### src/rtl/seg_pkg.sv
`default_nettype none
//==============================================================================
// Package : seg_pkg
// Desc    : Shared constants for the seven-segment scan controller: digit
//           count, select-off pattern, segment bit positions, hex glyph
//           table and the scan state encoding.
// Rev     : 1.0 - initial release
//==============================================================================
package seg_pkg;

    localparam int unsigned NUM_DIGITS = 8;

    // All digit selects inactive (selects are active-low)
    localparam logic [NUM_DIGITS-1:0] DS_OFF = 8'hFF;

    // Segment bit positions inside a 7-bit code ordered {g,f,e,d,c,b,a}
    localparam int unsigned SEG_A = 0;
    localparam int unsigned SEG_B = 1;
    localparam int unsigned SEG_C = 2;
    localparam int unsigned SEG_D = 3;
    localparam int unsigned SEG_E = 4;
    localparam int unsigned SEG_F = 5;
    localparam int unsigned SEG_G = 6;

    // Hex value -> segment code, index 0 first
    localparam logic [6:0] HEX_SEG_TABLE [16] = '{
        7'b0111111, 7'b0000110, 7'b1011011, 7'b1001111,
        7'b1100110, 7'b1101101, 7'b1111101, 7'b0000111,
        7'b1111111, 7'b1101111, 7'b1110111, 7'b1111100,
        7'b0111001, 7'b1011110, 7'b1111001, 7'b1110001
    };

    typedef enum logic [0:0] {
        ST_BLANK = 1'b0,
        ST_SHOW  = 1'b1
    } scan_state_t;

endpackage : seg_pkg
`default_nettype wire

### src/rtl/seg_scan_ctrl_if.sv
`default_nettype none
//==============================================================================
// Interface : seg_scan_if
// Desc      : Buffer write port, display control inputs and display pins of
//             the seven-segment scan controller.
// Rev       : 1.0 - initial release
//==============================================================================
interface seg_scan_if;

    logic       wr_en;
    logic [2:0] wr_addr;
    logic [4:0] wr_data;
    logic [7:0] dig_en;
    logic       lz_blank;

    logic [7:0] ds;
    logic       a;
    logic       b;
    logic       c;
    logic       d;
    logic       e;
    logic       f;
    logic       g;
    logic       dp;
    logic [2:0] scan_idx;
    logic       frame_tick;

    // Upstream logic driving the buffer and controls
    modport master (
        output wr_en, wr_addr, wr_data, dig_en, lz_blank,
        input  ds, a, b, c, d, e, f, g, dp, scan_idx, frame_tick
    );

    // The scan controller itself
    modport slave (
        input  wr_en, wr_addr, wr_data, dig_en, lz_blank,
        output ds, a, b, c, d, e, f, g, dp, scan_idx, frame_tick
    );

endinterface : seg_scan_if
`default_nettype wire

### src/rtl/seg_hex_dec.sv
`default_nettype none
//==============================================================================
// Module : seg_hex_dec
// Desc   : Combinational 4-bit hex value to 7-segment code {g,f,e,d,c,b,a}.
// Rev    : 1.0 - initial release
//==============================================================================
module seg_hex_dec
    import seg_pkg::*;
(
    input  logic [3:0] value,
    output logic [6:0] seg
);

    // Straight table lookup; every 4-bit value has a glyph
    assign seg = HEX_SEG_TABLE[value];

endmodule : seg_hex_dec
`default_nettype wire

### src/rtl/seg_scan_ctrl.sv
`default_nettype none
//==============================================================================
// Module : seg_scan_ctrl
// Desc   : Time-multiplexed scan controller for an 8-digit common-select
//          seven-segment display. Holds an 8-entry digit buffer, steps
//          through the digits with a blanking gap at the start of each slot,
//          and applies a per-digit enable mask and leading-zero suppression.
//          All pin outputs are registered.
// Rev    : 1.0 - initial release
//==============================================================================
module seg_scan_ctrl
    import seg_pkg::*;
#(
    parameter int unsigned SCAN_DIV  = 50000,
    parameter int unsigned BLANK_CYC = 500
) (
    input  logic        clk,
    input  logic        rst,
    seg_scan_if.slave   bus
);

    localparam int unsigned           c_cnt_w      = (SCAN_DIV > 1) ? $clog2(SCAN_DIV) : 1;
    localparam logic [c_cnt_w-1:0]    c_cnt_last   = c_cnt_w'(SCAN_DIV - 1);
    localparam logic [c_cnt_w-1:0]    c_blank_last = c_cnt_w'(BLANK_CYC - 1);
    localparam logic [c_cnt_w-1:0]    c_cnt_one    = c_cnt_w'(1);

    logic [4:0]         r_buf [NUM_DIGITS];
    logic [c_cnt_w-1:0] r_cnt;
    logic [2:0]         r_idx;
    logic               r_started;
    logic               r_tick;
    scan_state_t        r_state;
    scan_state_t        w_state_nxt;
    logic [7:0]         r_ds;
    logic [7:0]         w_ds_nxt;
    logic [6:0]         r_seg;
    logic [6:0]         w_seg_nxt;
    logic               r_dp;
    logic               w_dp_nxt;

    logic               w_wrap;
    logic               w_show_entry;
    logic               w_upper_zero;
    logic               w_suppress;
    logic               w_visible;
    logic [6:0]         w_dec_seg;

    // Slot boundaries; nothing moves until the scan has been armed
    assign w_wrap       = r_started && (r_cnt == c_cnt_last);
    assign w_show_entry = r_started && (r_cnt == c_blank_last);

    // Digit buffer: one write per cycle, cleared by reset
    always_ff @(posedge clk or posedge rst) begin
        if (rst) begin
            for (int k = 0; k < NUM_DIGITS; k++) begin
                r_buf[k] <= 5'h00;
            end
        end else if (bus.wr_en) begin
            r_buf[bus.wr_addr] <= bus.wr_data;
        end
    end

    // Slot counter, digit index and frame pulse. The first edge after reset
    // release only arms the scan so that frame_tick is seen together with
    // cnt = 0 / scan_idx = 0 on the very first running cycle.
    always_ff @(posedge clk or posedge rst) begin
        if (rst) begin
            r_cnt     <= '0;
            r_idx     <= 3'd0;
            r_started <= 1'b0;
            r_tick    <= 1'b0;
        end else begin
            r_tick <= !r_started || (w_wrap && (r_idx == 3'd7));
            if (!r_started) begin
                r_started <= 1'b1;
            end else if (w_wrap) begin
                r_cnt <= '0;
                r_idx <= r_idx + 3'd1;
            end else begin
                r_cnt <= r_cnt + c_cnt_one;
            end
        end
    end

    // True when every entry from the current digit up to digit 7 is blank
    always_comb begin
        w_upper_zero = 1'b1;
        for (int j = 0; j < NUM_DIGITS; j++) begin
            if ((j >= int'(r_idx)) && (r_buf[j] != 5'h00)) begin
                w_upper_zero = 1'b0;
            end
        end
    end

    assign w_suppress = bus.lz_blank && (r_idx != 3'd0) && w_upper_zero;
    assign w_visible  = bus.dig_en[r_idx] && !w_suppress;

    seg_hex_dec u_hex_dec (
        .value (r_buf[r_idx][3:0]),
        .seg   (w_dec_seg)
    );

    // State and pin registers
    always_ff @(posedge clk or posedge rst) begin
        if (rst) begin
            r_state <= ST_BLANK;
            r_ds    <= DS_OFF;
            r_seg   <= 7'd0;
            r_dp    <= 1'b0;
        end else begin
            r_state <= w_state_nxt;
            r_ds    <= w_ds_nxt;
            r_seg   <= w_seg_nxt;
            r_dp    <= w_dp_nxt;
        end
    end

    // Next state and next pin values; the digit's code, dp and visibility
    // are captured once at SHOW entry and held for the rest of the slot
    always_comb begin
        w_state_nxt = r_state;
        w_ds_nxt    = r_ds;
        w_seg_nxt   = r_seg;
        w_dp_nxt    = r_dp;
        case (r_state)
            ST_BLANK: begin
                if (w_show_entry) begin
                    w_state_nxt = ST_SHOW;
                    if (w_visible) begin
                        w_ds_nxt  = DS_OFF & ~(8'b1 << r_idx);
                        w_seg_nxt = w_dec_seg;
                        w_dp_nxt  = r_buf[r_idx][4];
                    end
                end
            end
            ST_SHOW: begin
                if (w_wrap) begin
                    w_state_nxt = ST_BLANK;
                    w_ds_nxt    = DS_OFF;
                    w_seg_nxt   = 7'd0;
                    w_dp_nxt    = 1'b0;
                end
            end
            default: begin
                w_state_nxt = ST_BLANK;
                w_ds_nxt    = DS_OFF;
                w_seg_nxt   = 7'd0;
                w_dp_nxt    = 1'b0;
            end
        endcase
    end

    assign bus.ds         = r_ds;
    assign bus.a          = r_seg[SEG_A];
    assign bus.b          = r_seg[SEG_B];
    assign bus.c          = r_seg[SEG_C];
    assign bus.d          = r_seg[SEG_D];
    assign bus.e          = r_seg[SEG_E];
    assign bus.f          = r_seg[SEG_F];
    assign bus.g          = r_seg[SEG_G];
    assign bus.dp         = r_dp;
    assign bus.scan_idx   = r_idx;
    assign bus.frame_tick = r_tick;

endmodule : seg_scan_ctrl
`default_nettype wire

### src/flat_wrapper.sv
// flat-port wrapper written by rule: the top's interface ports become plain ports
module seg_scan_ctrl_flat import seg_pkg::*;
#(
    parameter int unsigned SCAN_DIV  = 50000,
    parameter int unsigned BLANK_CYC = 500
)
  (clk, rst, bus_wr_en, bus_wr_addr, bus_wr_data, bus_dig_en, bus_lz_blank, bus_ds, bus_a, bus_b, bus_c, bus_d, bus_e, bus_f, bus_g, bus_dp, bus_scan_idx, bus_frame_tick);
  seg_scan_if bus_i ();
  input  logic clk;
  input  logic rst;
  input wire logic [$bits(bus_i.wr_en)-1:0] bus_wr_en;
  input wire logic [$bits(bus_i.wr_addr)-1:0] bus_wr_addr;
  input wire logic [$bits(bus_i.wr_data)-1:0] bus_wr_data;
  input wire logic [$bits(bus_i.dig_en)-1:0] bus_dig_en;
  input wire logic [$bits(bus_i.lz_blank)-1:0] bus_lz_blank;
  output wire logic [$bits(bus_i.ds)-1:0] bus_ds;
  output wire logic [$bits(bus_i.a)-1:0] bus_a;
  output wire logic [$bits(bus_i.b)-1:0] bus_b;
  output wire logic [$bits(bus_i.c)-1:0] bus_c;
  output wire logic [$bits(bus_i.d)-1:0] bus_d;
  output wire logic [$bits(bus_i.e)-1:0] bus_e;
  output wire logic [$bits(bus_i.f)-1:0] bus_f;
  output wire logic [$bits(bus_i.g)-1:0] bus_g;
  output wire logic [$bits(bus_i.dp)-1:0] bus_dp;
  output wire logic [$bits(bus_i.scan_idx)-1:0] bus_scan_idx;
  output wire logic [$bits(bus_i.frame_tick)-1:0] bus_frame_tick;
  assign bus_i.wr_en = bus_wr_en;
  assign bus_i.wr_addr = bus_wr_addr;
  assign bus_i.wr_data = bus_wr_data;
  assign bus_i.dig_en = bus_dig_en;
  assign bus_i.lz_blank = bus_lz_blank;
  assign bus_ds = bus_i.ds;
  assign bus_a = bus_i.a;
  assign bus_b = bus_i.b;
  assign bus_c = bus_i.c;
  assign bus_d = bus_i.d;
  assign bus_e = bus_i.e;
  assign bus_f = bus_i.f;
  assign bus_g = bus_i.g;
  assign bus_dp = bus_i.dp;
  assign bus_scan_idx = bus_i.scan_idx;
  assign bus_frame_tick = bus_i.frame_tick;
  seg_scan_ctrl #(.SCAN_DIV(SCAN_DIV), .BLANK_CYC(BLANK_CYC)) u_core (.clk(clk), .rst(rst), .bus(bus_i));
endmodule
### config.mk
export PLATFORM = sky130hd
export DESIGN_NAME = seg_scan_ctrl_flat
export DESIGN_NICKNAME = d
export VERILOG_FILES = /design/src/rtl/seg_pkg.sv /design/src/rtl/seg_scan_ctrl_if.sv /design/src/rtl/seg_hex_dec.sv /design/src/rtl/seg_scan_ctrl.sv /design/src/flat_wrapper.sv
export SDC_FILE = /design/constraint.sdc
export NUM_CORES = 1
export LEC_CHECK = 0
export CAP_MARGIN = 30
export CORE_MARGIN = 4
export CORE_UTILIZATION = 30
export CTS_CLUSTER_SIZE = 30
export DETAILED_ROUTE_END_ITERATION = 10
export PLACE_DENSITY = 0.5
export RECOVER_POWER = 50
export SLEW_MARGIN = 0
export SYNTH_ARGS = -nofsm -noshare
export SYNTH_HDL_FRONTEND = slang
export SYNTH_SLANG_ARGS = --single-unit
### constraint.sdc
create_clock -name clk -period 3.3 [get_ports clk]
set_input_delay 0.99 -clock clk [delete_from_list [all_inputs] [get_ports clk]]
set_output_delay 0.99 -clock clk [all_outputs]
set_load 0.02 [all_outputs]
==> impl_metrics.toml <==
[logic_synthesis]
ys_types = 55
ys_warn_count = 0
yosys.area_share.xor_xnor = 0.0289
synth_compound_area_frac = 0.0545
syn_inst = 349
ys_seq_elements = 78
synthAdderAreaFrac = 0.0383
synth_area_leaders = "dfrtp_1, mux2_2, mux4_2"
syn_nets = 382
syn_area_per_cell_sq_um = 12.2
synth_largest_area_cell = "dfrtp_1"
yosysSeqAreaShare = 0.462
synth_top_family_by_area = "multiplexers"
synth.most_common_cell = "dfrtp_1"
synth_flop_cell = "dfrtp_1"
synth-simple-area-share = 0.144
yosys-top-cells-count = "dfrtp_1, mux2_2, nand2_1"
syn_area_sq_um = 4250
muxShareOfSynthArea = 0.239
synth-edff-count = 0
synth_top_area_frac = 0.412
async_reset_ff_frac = 1.00

[worst_hold_path]
hold_class = "reg -> reg"
hold_path_startpoint = "u_core.r_cnt[0]$_DFFE_PP0P_"
worstHoldPathCells = 1

[sta]
final.setup.worst_slack_ns = 0.440
timing.final.max_slew_violations = 0
setup_viol = 0
skew_ns = 0.00470
slew_headroom = 0.0841
fmax_mhz = 350
hold_viol = 0
min_period_over_period = 0.867
worst_pin_slew_ns = 1.37
fin_hold_ws_ns = 0.502
finalCriticalPeriod_ns = 2.86
grt_setup_unrepaired = "false"
tns_ns = 0

[setup_path]
path_depth = 1
path_cells = "clkdlybuf4s50_1"
rr_worst_depth = 6
critical_path_class = "reg -> out"
crit_required_ns = 2.31
rr_startpoint = "u_core.bus.scan_idx[2]$_DFFE_PP0P_"
cp_slowest_cell = "dfrtp_1"
worstReg2RegEnd = "u_core.r_seg[3]$_DFFE_PP0P_"
crit_family = "flip-flops"
start_kind = "flip-flop"
arrival_ns = 1.87
crit_fanout = 14
crit_start = "u_core.bus.scan_idx[2]$_DFFE_PP0P_"
critPathMaxStageDelay_ns = 0.79
path_buf_inv = 1
crit_end = "bus_scan_idx[2]"
critPathCaptureType = "primary output"
r2r_setup_slack_ns = 0.50

[placed_design]
place_ws_ns = 0.211
port_buffers = 39
post-dp-hpwl_um = 7310
gp_congestion = 0.815

[drt]
ant_nets = 0
vias = 2961
wl_met2_um = 4520
met1_length_um = 5090
first_iter_violations = 153
remaining_drc_errors = 0
routed_wl_um = 10000
dr_wl_met3_um = 332
top_layer = "met4"
viasPerCell = 5.08
routedWlPerCell_um = 17.2
firstDrtPassIters = 4

[power_and_ir_drop]
max-vdd-ir-drop_mv = 0.217
total_power_w = 0.00276
leakagePower_nw = 2.13
power.density_nw_per_um2 = 533

[final_layout]
drive_gt1_frac = 0.256
synthToLayoutAreaGrowth_pct = 22.1
n_fill_cell = 1382
regArea_sq_um = 1960
fin_nets = 431
n_antenna_cell = 0
multi_input_area_sq_um = 2150

[clock_tree]
post_cts_resize_count = 0
post_cts_buffers = 0
clockBufferDepth = 2
htree_levels = 3
cts_sinks = 78
hold_buffers = 0
root_buffer = "clkbuf_16"
cts_buffers = 9
clkTransAtPathRegs_ns = 0.06
tritoncts = "built"
clk_latency_ns = 0.33

[global_routing]
track_usage = 0.129
grt_pass1_wl_um = 16700
grt_remaining_overflow = 0
grt_pass1_vias = 3090
grt_max_degree = 46
antenna_found_initial = 0

[floorplanning]
initial_utilization = 0.306
die_y_um = 127
die_area_sq_um = 16100
die_w_um = 127
core.rowCount = 43
num_io_pins = 40
core-area_sq_um = 13900

[flow_run]
cap_violations = 0

[status]
status = "complete, no violations"
logic make-up after synthesis:
logic type                 after synthesis
AOI/OAI and AO/OA                       31
buffers and inverters                   29
adders and majority gates               13
muxes                                   77
other                                    1
xor gates and xnor gates                14
and+or+nand+nor                        106
DFF                                     78
state kept, by name, summed over array words and instances (netlist names):
name	flops
u_core.r_buf	40
u_core.r_cnt	16
u_core.bus.ds	8
u_core.r_seg	7
u_core.bus.scan_idx	3
u_core.bus.dp	1
u_core.bus.frame_tick	1
u_core.r_started	1
u_core.r_state	1
per-layer routing:
metal / global-route usage / vias up
li1: - / 1386
met1: 0.185 / 1507
met2: 0.200 / 59
met3: 0.0288 / 9
met4: 0.0309 / 0
met5: 0 / -
stage by stage:
stage,instances,instance area [sq um],util
detailed placement,567,4890,0.352
global placement,567,4890,0.352
floorplan,349,4250,-
CTS,583,5210,0.375
finish,583,5190,0.374
global route,583,5190,0.374
power by group:
part           total (W)  switching, W  internal (W)
clock network    0.00105      0.000373      0.000681
logic           0.000468      0.000201      0.000267
registers        0.00124      0.000144       0.00110
total            0.00276      0.000718       0.00205
cells in the final DEF (no fill, tap or decap), types with 4 or more instances in the layout:
| cell type | Yosys | layout |
|---|---|---|
| clkdlybuf4s50_1 | 0 | 38 |
| xnor2_1 | 11 | 11 |
| or4_1 | 7 | 7 |
| nor3_1 | 4 | 4 |
| nand3_1 | 7 | 7 |
| clkbuf_16 | 0 | 9 |
| nand4b_1 | 5 | 5 |
| dfstp_2 | 8 | 8 |
| o21ai_0 | 9 | 9 |
| nand4_1 | 7 | 7 |
| mux4_2 | 13 | 13 |
| ha_1 | 13 | 13 |
| inv_1 | 14 | 13 |
| nor4_1 | 5 | 5 |
| dfrtp_1 | 70 | 70 |
| nor3b_1 | 4 | 4 |
| nand2_1 | 25 | 25 |
| mux2_2 | 42 | 42 |
| a21oi_1 | 4 | 4 |
| mux2i_1 | 18 | 18 |
| nor2_1 | 22 | 22 |
| buf_4 | 2 | 10 |
| clkbuf_1 | 3 | 4 |
worst min-delay path by stage:
stage	slack (ns)	to
2_1_floorplan	0.47	u_core.r_cnt[0]$_DFFE_PP0P_
3_3_place_gp	0.49	u_core.r_cnt[0]$_DFFE_PP0P_
3_5_place_dp	0.50	u_core.r_cnt[0]$_DFFE_PP0P_
4_1_cts	0.51	u_core.r_cnt[0]$_DFFE_PP0P_
5_1_grt	0.53	u_core.r_cnt[0]$_DFFE_PP0P_
6_report	0.50	u_core.r_cnt[0]$_DFFE_PP0P_
layout make-up:
class,instances,area share
well taps,180,0.0434
inverters,15,0.0111
clock inverters,4,0.0135
repair buffers,52,0.0926
clock buffers,12,0.0475
multi-input cells,242,0.414
flip-flops and latches,78,0.378
(Power assumes the default switching activity.)
